[src/rtl/bus_arb_pkg.sv]
// +--------------------------------------------------------------------------+
// | bus_arb_pkg : shared types, widths and the destination-ID decoder for     |
// |               the round-robin broadcast-bus arbiter.                      |
// | Revision    : 1.0                                                         |
// +--------------------------------------------------------------------------+
`default_nettype none

package bus_arb_pkg;

  localparam int ID_W      = 8;
  localparam int MAX_PKT_W = 256;

  typedef enum logic [1:0] {
    IDLE = 2'd0,
    POP  = 2'd1,
    PUSH = 2'd2
  } arb_state_e;

  // Packets are zero-extended to MAX_PKT_W; msb is the packet's top bit index.
  function automatic logic [ID_W-1:0] dest_id(
    input logic [MAX_PKT_W-1:0] pkt,
    input logic [7:0]           msb
  );
    return pkt[msb -: ID_W];
  endfunction

endpackage

`default_nettype wire

[src/rtl/bus_rr_arbiter_if.sv]
// +--------------------------------------------------------------------------+
// | bus_rr_arbiter_if : FIFO-side handshake and shared bus of the arbiter.    |
// |                     master = arbiter side, slave = driver/FIFO side.      |
// | Revision          : 1.0                                                   |
// +--------------------------------------------------------------------------+
`default_nettype none

interface bus_rr_arbiter_if #(
  parameter int DRVRS   = 4,
  parameter int PCKG_SZ = 16
) ();

  localparam int IDX_W = $clog2(DRVRS);

  logic [DRVRS-1:0]              pndng;
  logic [DRVRS-1:0][PCKG_SZ-1:0] D_pop;
  logic [DRVRS-1:0]              pop;
  logic [DRVRS-1:0]              push;
  logic [PCKG_SZ-1:0]            D_push;
  logic [IDX_W-1:0]              gnt_id;
  logic                          busy;

  modport master (
    input  pndng, D_pop,
    output pop, push, D_push, gnt_id, busy
  );

  modport slave (
    output pndng, D_pop,
    input  pop, push, D_push, gnt_id, busy
  );

endinterface

`default_nettype wire

[src/rtl/rr_picker.sv]
// +--------------------------------------------------------------------------+
// | rr_picker : combinational rotate-priority selector; returns the first     |
// |             requester after ptr, wrapping at DRVRS-1 -> 0.                |
// | Revision  : 1.0                                                           |
// +--------------------------------------------------------------------------+
`default_nettype none

module rr_picker #(
  parameter int DRVRS = 4,
  parameter int IDX_W = $clog2(DRVRS)
) (
  input  logic [DRVRS-1:0] req,
  input  logic [IDX_W-1:0] ptr,
  output logic [IDX_W-1:0] gnt,
  output logic             valid
);

  localparam logic [IDX_W:0] N_W = (IDX_W+1)'(DRVRS);

  logic [IDX_W:0] cand;
  logic           found;

  // One extra bit keeps ptr+k from overflowing before the modulo fold.
  always_comb begin
    gnt   = '0;
    found = 1'b0;
    cand  = '0;
    for (int k = 1; k <= DRVRS; k++) begin
      cand = {1'b0, ptr} + (IDX_W+1)'(k);
      if (cand >= N_W) begin
        cand = cand - N_W;
      end
      if (!found && req[cand[IDX_W-1:0]]) begin
        gnt   = cand[IDX_W-1:0];
        found = 1'b1;
      end
    end
  end

  assign valid = |req;

endmodule

`default_nettype wire

[src/rtl/bus_rr_arbiter.sv]
// +--------------------------------------------------------------------------+
// | bus_rr_arbiter : round-robin scheduler sharing one broadcast bus among    |
// |                  DRVRS FIFO-backed requesters (IDLE -> POP -> PUSH).      |
// |                  Define BUS_ARB_ERR_EN to add the err invalid-ID pulse.   |
// | Revision       : 1.0                                                      |
// +--------------------------------------------------------------------------+
`default_nettype none

module bus_rr_arbiter
  import bus_arb_pkg::*;
#(
  parameter int              DRVRS     = 4,
  parameter int              PCKG_SZ   = 16,
  parameter logic [ID_W-1:0] BROADCAST = {ID_W{1'b1}}
) (
  input  logic             clk,
  input  logic             reset,
  bus_rr_arbiter_if.master bus
`ifdef BUS_ARB_ERR_EN
  ,
  output logic             err
`endif
);

  localparam int              IDX_W = $clog2(DRVRS);
  localparam logic [ID_W-1:0] N_ID  = ID_W'(DRVRS);

  arb_state_e         state_q, state_d;
  logic [IDX_W-1:0]   ptr_q, ptr_d;
  logic [IDX_W-1:0]   gnt_q, gnt_d;
  logic [PCKG_SZ-1:0] hold_q, hold_d;
  logic [IDX_W-1:0]   pick_idx;
  logic               pick_vld;
  logic [ID_W-1:0]    dest;
  logic               dest_uni;
  logic               dest_bc;
  logic [DRVRS-1:0]   pop_w;
  logic [DRVRS-1:0]   push_w;

  rr_picker #(
    .DRVRS (DRVRS),
    .IDX_W (IDX_W)
  ) u_picker (
    .req   (bus.pndng),
    .ptr   (ptr_q),
    .gnt   (pick_idx),
    .valid (pick_vld)
  );

  assign dest     = dest_id(MAX_PKT_W'(hold_q), 8'(PCKG_SZ - 1));
  assign dest_uni = (dest < N_ID);
  assign dest_bc  = (dest == BROADCAST);

  always_comb begin
    state_d = state_q;
    ptr_d   = ptr_q;
    gnt_d   = gnt_q;
    hold_d  = hold_q;
    pop_w   = '0;
    push_w  = '0;
    case (state_q)
      IDLE: begin
        if (pick_vld) begin
          gnt_d   = pick_idx;
          ptr_d   = pick_idx;
          state_d = POP;
        end
      end
      POP: begin
        pop_w[gnt_q] = 1'b1;
        hold_d       = bus.D_pop[gnt_q];
        state_d      = PUSH;
      end
      PUSH: begin
        // Unicast wins over broadcast so a loopback to g is honoured.
        if (dest_uni) begin
          push_w[dest[IDX_W-1:0]] = 1'b1;
        end else if (dest_bc) begin
          push_w        = '1;
          push_w[gnt_q] = 1'b0;
        end
        state_d = IDLE;
      end
      default: state_d = IDLE;
    endcase
  end

  always_ff @(posedge clk or negedge reset) begin
    if (!reset) begin
      state_q <= IDLE;
      ptr_q   <= IDX_W'(DRVRS - 1);
      gnt_q   <= '0;
      hold_q  <= '0;
    end else begin
      state_q <= state_d;
      ptr_q   <= ptr_d;
      gnt_q   <= gnt_d;
      hold_q  <= hold_d;
    end
  end

  assign bus.pop    = pop_w;
  assign bus.push   = push_w;
  assign bus.D_push = hold_q;
  assign bus.gnt_id = gnt_q;
  assign bus.busy   = (state_q != IDLE);

`ifdef BUS_ARB_ERR_EN
  assign err = (state_q == PUSH) && !dest_uni && !dest_bc;
`endif

  // A FIFO must not withdraw its head while it is being popped.
  a_pop_pending: assert property (
    @(posedge clk) disable iff (!reset) (state_q == POP) |-> bus.pndng[gnt_q]
  );

endmodule

`default_nettype wire

[src/flat_wrapper.sv]
// flat-port wrapper written by rule: the top's interface ports become plain ports
module bus_rr_arbiter_flat import bus_arb_pkg::*;
#(
  parameter int              DRVRS     = 4,
  parameter int              PCKG_SZ   = 16,
  parameter logic [ID_W-1:0] BROADCAST = {ID_W{1'b1}}
)
  (clk, reset, bus_pndng, bus_D_pop, bus_pop, bus_push, bus_D_push, bus_gnt_id, bus_busy);
  bus_rr_arbiter_if #(.DRVRS(DRVRS), .PCKG_SZ(PCKG_SZ)) bus_i ();
  input  logic clk;
  input  logic reset;
  input wire logic [$bits(bus_i.pndng)-1:0] bus_pndng;
  input wire logic [$bits(bus_i.D_pop)-1:0] bus_D_pop;
  output wire logic [$bits(bus_i.pop)-1:0] bus_pop;
  output wire logic [$bits(bus_i.push)-1:0] bus_push;
  output wire logic [$bits(bus_i.D_push)-1:0] bus_D_push;
  output wire logic [$bits(bus_i.gnt_id)-1:0] bus_gnt_id;
  output wire logic [$bits(bus_i.busy)-1:0] bus_busy;
  assign bus_i.pndng = bus_pndng;
  assign bus_i.D_pop = bus_D_pop;
  assign bus_pop = bus_i.pop;
  assign bus_push = bus_i.push;
  assign bus_D_push = bus_i.D_push;
  assign bus_gnt_id = bus_i.gnt_id;
  assign bus_busy = bus_i.busy;
  bus_rr_arbiter #(.DRVRS(DRVRS), .PCKG_SZ(PCKG_SZ), .BROADCAST(BROADCAST)) u_core (.clk(clk), .reset(reset), .bus(bus_i));
endmodule
[config.mk]
export PLATFORM = sky130hd
export DESIGN_NAME = bus_rr_arbiter_flat
export DESIGN_NICKNAME = d
export VERILOG_FILES = /design/src/rtl/bus_arb_pkg.sv /design/src/rtl/bus_rr_arbiter_if.sv /design/src/rtl/rr_picker.sv /design/src/rtl/bus_rr_arbiter.sv /design/src/flat_wrapper.sv
export SDC_FILE = /design/constraint.sdc
export NUM_CORES = 1
export LEC_CHECK = 0
export BUFFER_PORTS_ARGS = -buffer_cell sky130_fd_sc_hd__buf_2
export CAP_MARGIN = 20
export CORE_MARGIN = 2
export CORE_UTILIZATION = 42
export CTS_CLUSTER_DIAMETER = 60
export DETAILED_ROUTE_END_ITERATION = 12
export PLACE_DENSITY = 0.89
export SETUP_SLACK_MARGIN = 0.4
export SLEW_MARGIN = 40
export SYNTH_ARGS = -nofsm -noshare
export SYNTH_HDL_FRONTEND = slang
export SYNTH_HIERARCHICAL = 1
export SYNTH_SLANG_ARGS = --single-unit
[constraint.sdc]
create_clock -name clk -period 1.8 [get_ports clk]
set_clock_uncertainty 0.1 [all_clocks]
set_input_delay 0.27 -clock clk [delete_from_list [all_inputs] [get_ports clk]]
set_output_delay 0.27 -clock clk [all_outputs]
set_load 0.01 [all_outputs]
**After elaboration in Yosys (flattened, before gate mapping)**

Cells that the tools add are included.

- Register bits after elaboration: 22
- Bits of input ports: 70
- Logic and storage cells: 73

- Add/subtract/negate cells: 8
- Magnitude comparators: 13
- Equality and inequality tests: 4
- Muxes and demuxes: 31
- Bitwise gates (word level): 1
- Reductions and logical operators: 12

Operator list:

| kind | count |
|---|---|
| binary-select mux 16 bit (select 2 bit) | 1 |
| < comparator 2 x 3 -> 1 bit (second input constant) | 6 |
| two-way mux 2 bit | 9 |
| two-way mux 16 bit | 1 |
| two-way mux 4 bit | 4 |
| >= comparator 3 bit (second input constant) | 4 |
| two-way mux 1 bit | 9 |
| binary-select mux 1 bit (select 2 bit) | 4 |
| equality test 8 bit (second input constant) | 1 |
| < comparator 8 x 3 -> 1 bit (second input constant) | 1 |
| subtractor 2 x 1 -> 2 bit (second input constant) | 4 |
| adder 2 x 2 -> 3 bit (second input constant) | 2 |
| logical AND 1 bit | 5 |
| demux 1 bit (select 2 bit) | 2 |
| >= comparator 2 x 1 -> 1 bit (second input constant) | 2 |
| NOT 4 bit | 1 |
| one-hot mux 2 bit (2 select lines) | 1 |
| OR reduction 4 bit | 1 |
| adder 2 x 1 -> 3 bit (second input constant) | 1 |
| adder 2 x 3 -> 3 bit (second input constant) | 1 |
| zero test 1 bit | 3 |
| equality test 2 x 1 -> 1 bit (second input constant) | 1 |
| equality test 2 bit (second input constant) | 1 |
| zero test 2 bit | 1 |
| 3 further kinds | 3 |

**Longest topological paths before layout**

- Depth after elaboration: 15
- Depth in mapped cells: 5
- Gate-level depth less buffers: 5

**Modules after synthesis**

Netlist, hierarchy kept.

By module, submodules not included:

| module | times used | cells each | area an instance (µm²) |
|---|---|---|---|
| bus_rr_arbiter | 1 | 130 | 1,436.4 |
| rr_picker | 1 | 14 | 81.3 |

**Worst setup path before layout**

OpenSTA, ideal clock, no wires.

- Path type: reg-to-output
- Start: register u_core.hold_q[9] (netlist: u_core/bus.D_push[9])
- End: output bus_push[1]
- Arrival: 1.360 ns
- Required time: 1.430 ns
- Path slack: 0.070 ns
- Stages on the path, launching flop included: 4
- Path buffers: 0
- Path through: dfrtp_1 -> nand2_1 -> or4b_4 -> o32ai_2

- Word-level cells in the longest chain between the ends: 6
- Elaborated cells between the ends (all ways): 10
- Those cells by class: order compare: 3; eq/ne: 1; mux: 5; reduce/logical: 1

RTL lines:

| item | RTL line | RTL |
|---|---|---|
| start, declared | bus_rr_arbiter.sv:31 | `logic [PCKG_SZ-1:0] hold_q, hold_d;` |
| start signal, assigned | bus_rr_arbiter.sv:98 | `hold_q <= hold_d;` |
| < comparator 2 x 3 -> 1 bit (not written as such) / >= comparator 2 x 1 -> 1 bit (equally long branches) | bus_rr_arbiter.sv:77 | `push_w[dest[IDX_W-1:0]] = 1'b1;` |
| logical AND 1 bit (not written as such) | bus_rr_arbiter.sv:77 |  |
| two-way mux 1 bit (not written as such) | bus_rr_arbiter.sv:77 |  |
| demux 1 bit (select 2 bit) | n/a |  |
| two-way mux 4 bit * | bus_rr_arbiter.sv:76 | `if (dest_uni) begin` |
| two-way mux 4 bit * | bus_rr_arbiter.sv:61 | `case (state_q)` |
| end, declared | flat_wrapper.sv:15 | `output wire logic [$bits(bus_i.push)-1:0] bus_push;` |

Mark *: on every way between the ends. The rest lies on a longest branch, timed or not.

**Worst setup path after layout**

- Start: register u_core.state_q[0]
- End: output bus_push[1]

- Word-level cells in the longest chain between the ends: 2

RTL lines:

| item | RTL line | RTL |
|---|---|---|
| start, declared | bus_rr_arbiter.sv:28 | `arb_state_e state_q, state_d;` |
| start signal, assigned | bus_rr_arbiter.sv:95 | `state_q <= state_d;` |
| equality test 2 bit | bus_rr_arbiter.sv:61 |  |
| two-way mux 4 bit | bus_rr_arbiter.sv:61 |  |

Every way passes these cells.

==> impl_metrics.yaml <==
clock_tree:
  cts_tree: "yes"
  cts_sinks: 22
  clk_pin_slew_ps: 140
  clock_latency_ps: 310
  cts_root_buf: "clkbuf_4"
  cts_made_buffers: 3
  cts_max_level: 1
  clock_path_buffers: 2
placed_design:
  dpl_cell_area_sq_um: 2188
  dp_slack_ps: 34.73
  gp_congestion: 0.7431
  portBuffers: 96
  dp_hpwl_um: 3348
  dp.cells: 283
critical_path:
  arrival_ps: 1810
  startpoint_type: "flop"
  path_class: "reg2out"
  path_max_fanout: 4
  worstPathRequired_ps: 1430
  cp-end-kind: "primary output"
finish:
  seq_area_sq_um: 556.8
  area_delta_synth_final_pct: 77.16
  mostFrequentLayoutCell: "buf_2"
  nFillCells: 211
  n_antenna_cell: 0
  final_cell_mix: "buf_2 (89), buf_6 (23), mux2_4 (20)"
  stdcell_count: 311
  final_area_sq_um: 2689
  multi_input_area_sq_um: 1031
  drive_gt1_frac: 0.6566
  finish.utilization: 0.7872
  nets: 336
sta:
  drv_slew: 0
  final_hold_viol_count: 0
  setup_violations: 8
  relSlewSlack: 0.6590
  max_freq_mhz: 459.4
  grt_setup_unrepaired: "true"
  setup_ws_ps: -376.5
  whs_ps: 192.1
  fin_crit_sh: 1.209
  period_minus_slack_ps: 2177
  worst_slew_pin_slew_ps: 511.5
die:
  coreArea_sq_um: 3416
  die_w_um: 64.12
  floorplan.die_area_sq_um: 4111
  die_h_um: 64.12
  row_count: 21
  start_util: 0.4443
  boundaryPins: 97
status:
  violations: "negative setup slack"
  status: "complete, but fails checks"
synthesis:
  synth_top_family_by_area: "multiplexers"
  synth-adder-area-share: 0
  synth_fp_nets: 214
  yosys.area_share.simple: 0.1418
  netlist_area_sq_um: 1518
  synthMuxAreaShare: 0.2605
  synthCells: 144
  synth_compound_area_frac: 0.1715
  yosys_warnings: 6
  synth_xor_xnor_area_share: 0
  synth-seq-cells: 22
  yosysUniqueCellTypes: 33
  ys_seq_area_frac: 0.3644
  avgSynthCellArea_sq_um: 10.54
global_route:
  grt_usage: 0.2365
  grt_pass1_vias: 1667
  antenna_found_initial: 0
  grt-ovfl-total: 0
  grt_start_max_net_pins: 25
  grt_first_pass_wirelength_um: 7652
power:
  ir_worst_vdd_uv: 896.0
  p_leak_nw: 1.365
  power_density_nw_per_um2: 1765
min_path:
  hp-class: "in2reg"
route:
  top_layer_used: "met4"
  avgRoutedWirePerCell_um: 16.79
  wl_met1_um: 1982
  routed-wl-met3_um: 332
  wl_met2_um: 2850
  vias: 1718
  ant_nets: 0
  routed_via_density: 5.524
  drc: 0
  drt_iter0_markers: 58
  routed_wl_um: 5221
  drt_first_pass_iters: 4
run:
  maxCapViolations: 0
==> critical path: stages, from the launching register on <==
cell	delay [ps]
dfrtp_1	480
or4b_4	610
o32ai_4	220
buf_2	180
==> registers in the layout, indices dropped and copies added (netlist names) <==
signal             cells
u_core/bus.gnt_id      2
u_core/bus.D_push     16
u_core/state_q         2
u_core/ptr_q           2
==> worst paths after layout <==
path	start	end	slack, ps	cells after the start
setup / recovery	u_core/state_q[0]$_DFFE_PN0P_	bus_push[1]	-380	3
hold / removal	bus_D_pop[18]	u_core/bus.D_push[2]$_DFFE_PN0P_	190	3
setup reg to reg	u_core/state_q[0]$_DFFE_PN0P_	u_core/bus.gnt_id[1]$_DFFE_PN0P_	70	5
hold reg to reg	u_core/bus.D_push[6]$_DFFE_PN0P_	u_core/bus.D_push[6]$_DFFE_PN0P_	430	1
max in group asynchronous	reset	u_core/bus.gnt_id[1]$_DFFE_PN0P_	870	2
min in group asynchronous	reset	u_core/state_q[1]$_DFFE_PN0P_	340	2
==> metal layers <==
layer,vias up,track usage
li1,803,-
met1,817,0.2814
met2,92,0.4375
met3,6,0.03345
met4,0,0.07181
met5,-,0
==> where the power goes <==
group / internal, W / leakage [nW] / switching, W / total (W)
Clock: 0.000225 / 0.0279 / 0.000158 / 0.000383
Combinational: 0.00197 / 1.07 / 0.00136 / 0.00334
Sequential: 0.000769 / 0.264 / 0.000256 / 0.00102
==> through the flow <==
stage / total power (W) / setup TNS (ps)
floorplan: 0.002642 / 0
global placement: 0.003185 / 0
detailed placement: 0.003237 / 0
CTS: 0.004386 / -1112
global route: 0.004990 / -2461
finish: 0.004745 / -2011
==> synthesized netlist by cell type <==
cell type	instances	share of area
buf_2	6	0.020
o22ai_1	1	0.0041
and3_1	2	0.0082
a221o_2	1	0.0074
a221o_1	15	0.099
or2b_2	1	0.0058
a21o_1	2	0.0099
o21bai_1	1	0.0049
mux2_2	19	0.14
mux2_1	1	0.0074
dfrtp_1	20	0.33
o221ai_2	1	0.0099
nor4_1	1	0.0041
nor2_2	1	0.0041
nand2b_1	2	0.0082
nand4_1	1	0.0041
nor2b_1	1	0.0041
buf_1	1	0.0025
or4b_4	1	0.0091
nor3_1	18	0.059
buf_6	3	0.022
o32ai_2	1	0.011
a31oi_1	1	0.0041
dfstp_2	2	0.035
o32ai_1	2	0.012
nor4b_1	1	0.0058
nand2_1	6	0.015
inv_1	5	0.012
or2_2	1	0.0041
nor2_1	4	0.0099
mux2i_1	17	0.11
a21oi_1	3	0.0099
clkbuf_1	2	0.0049
==> final cells by class <==
| class | instances | area share |
|---|---|---|
| multi-input cells | 105 | 0.3834 |
| repair buffers | 129 | 0.3606 |
| flip-flops and latches | 22 | 0.2071 |
| well taps | 46 | 0.02141 |
| clock inverters | 1 | 0.01117 |
| clock buffers | 3 | 0.008376 |
| inverters | 5 | 0.007911 |
==> repair_timing <==
item | CTS | global route
resized for setup | 21 | 22
hold buffers | 1 | 0
endpoints found under the hold margin | 20 | 0
endpoints found under the setup margin | 30 | 36
setup buffers | 13 | 7
pin swaps | 5 | 5
gates cloned | 3 | 0
==> cells by family (layout without fill, tap and decap cells) <==
kind of cell    count (synthesis)  in the layout
compound gates                 28             28
flops                          22             22
mux                            37             37
buf+inv                        17            138
simple gates                   40             40
Note: power is estimated with default switching activity, not from simulation.
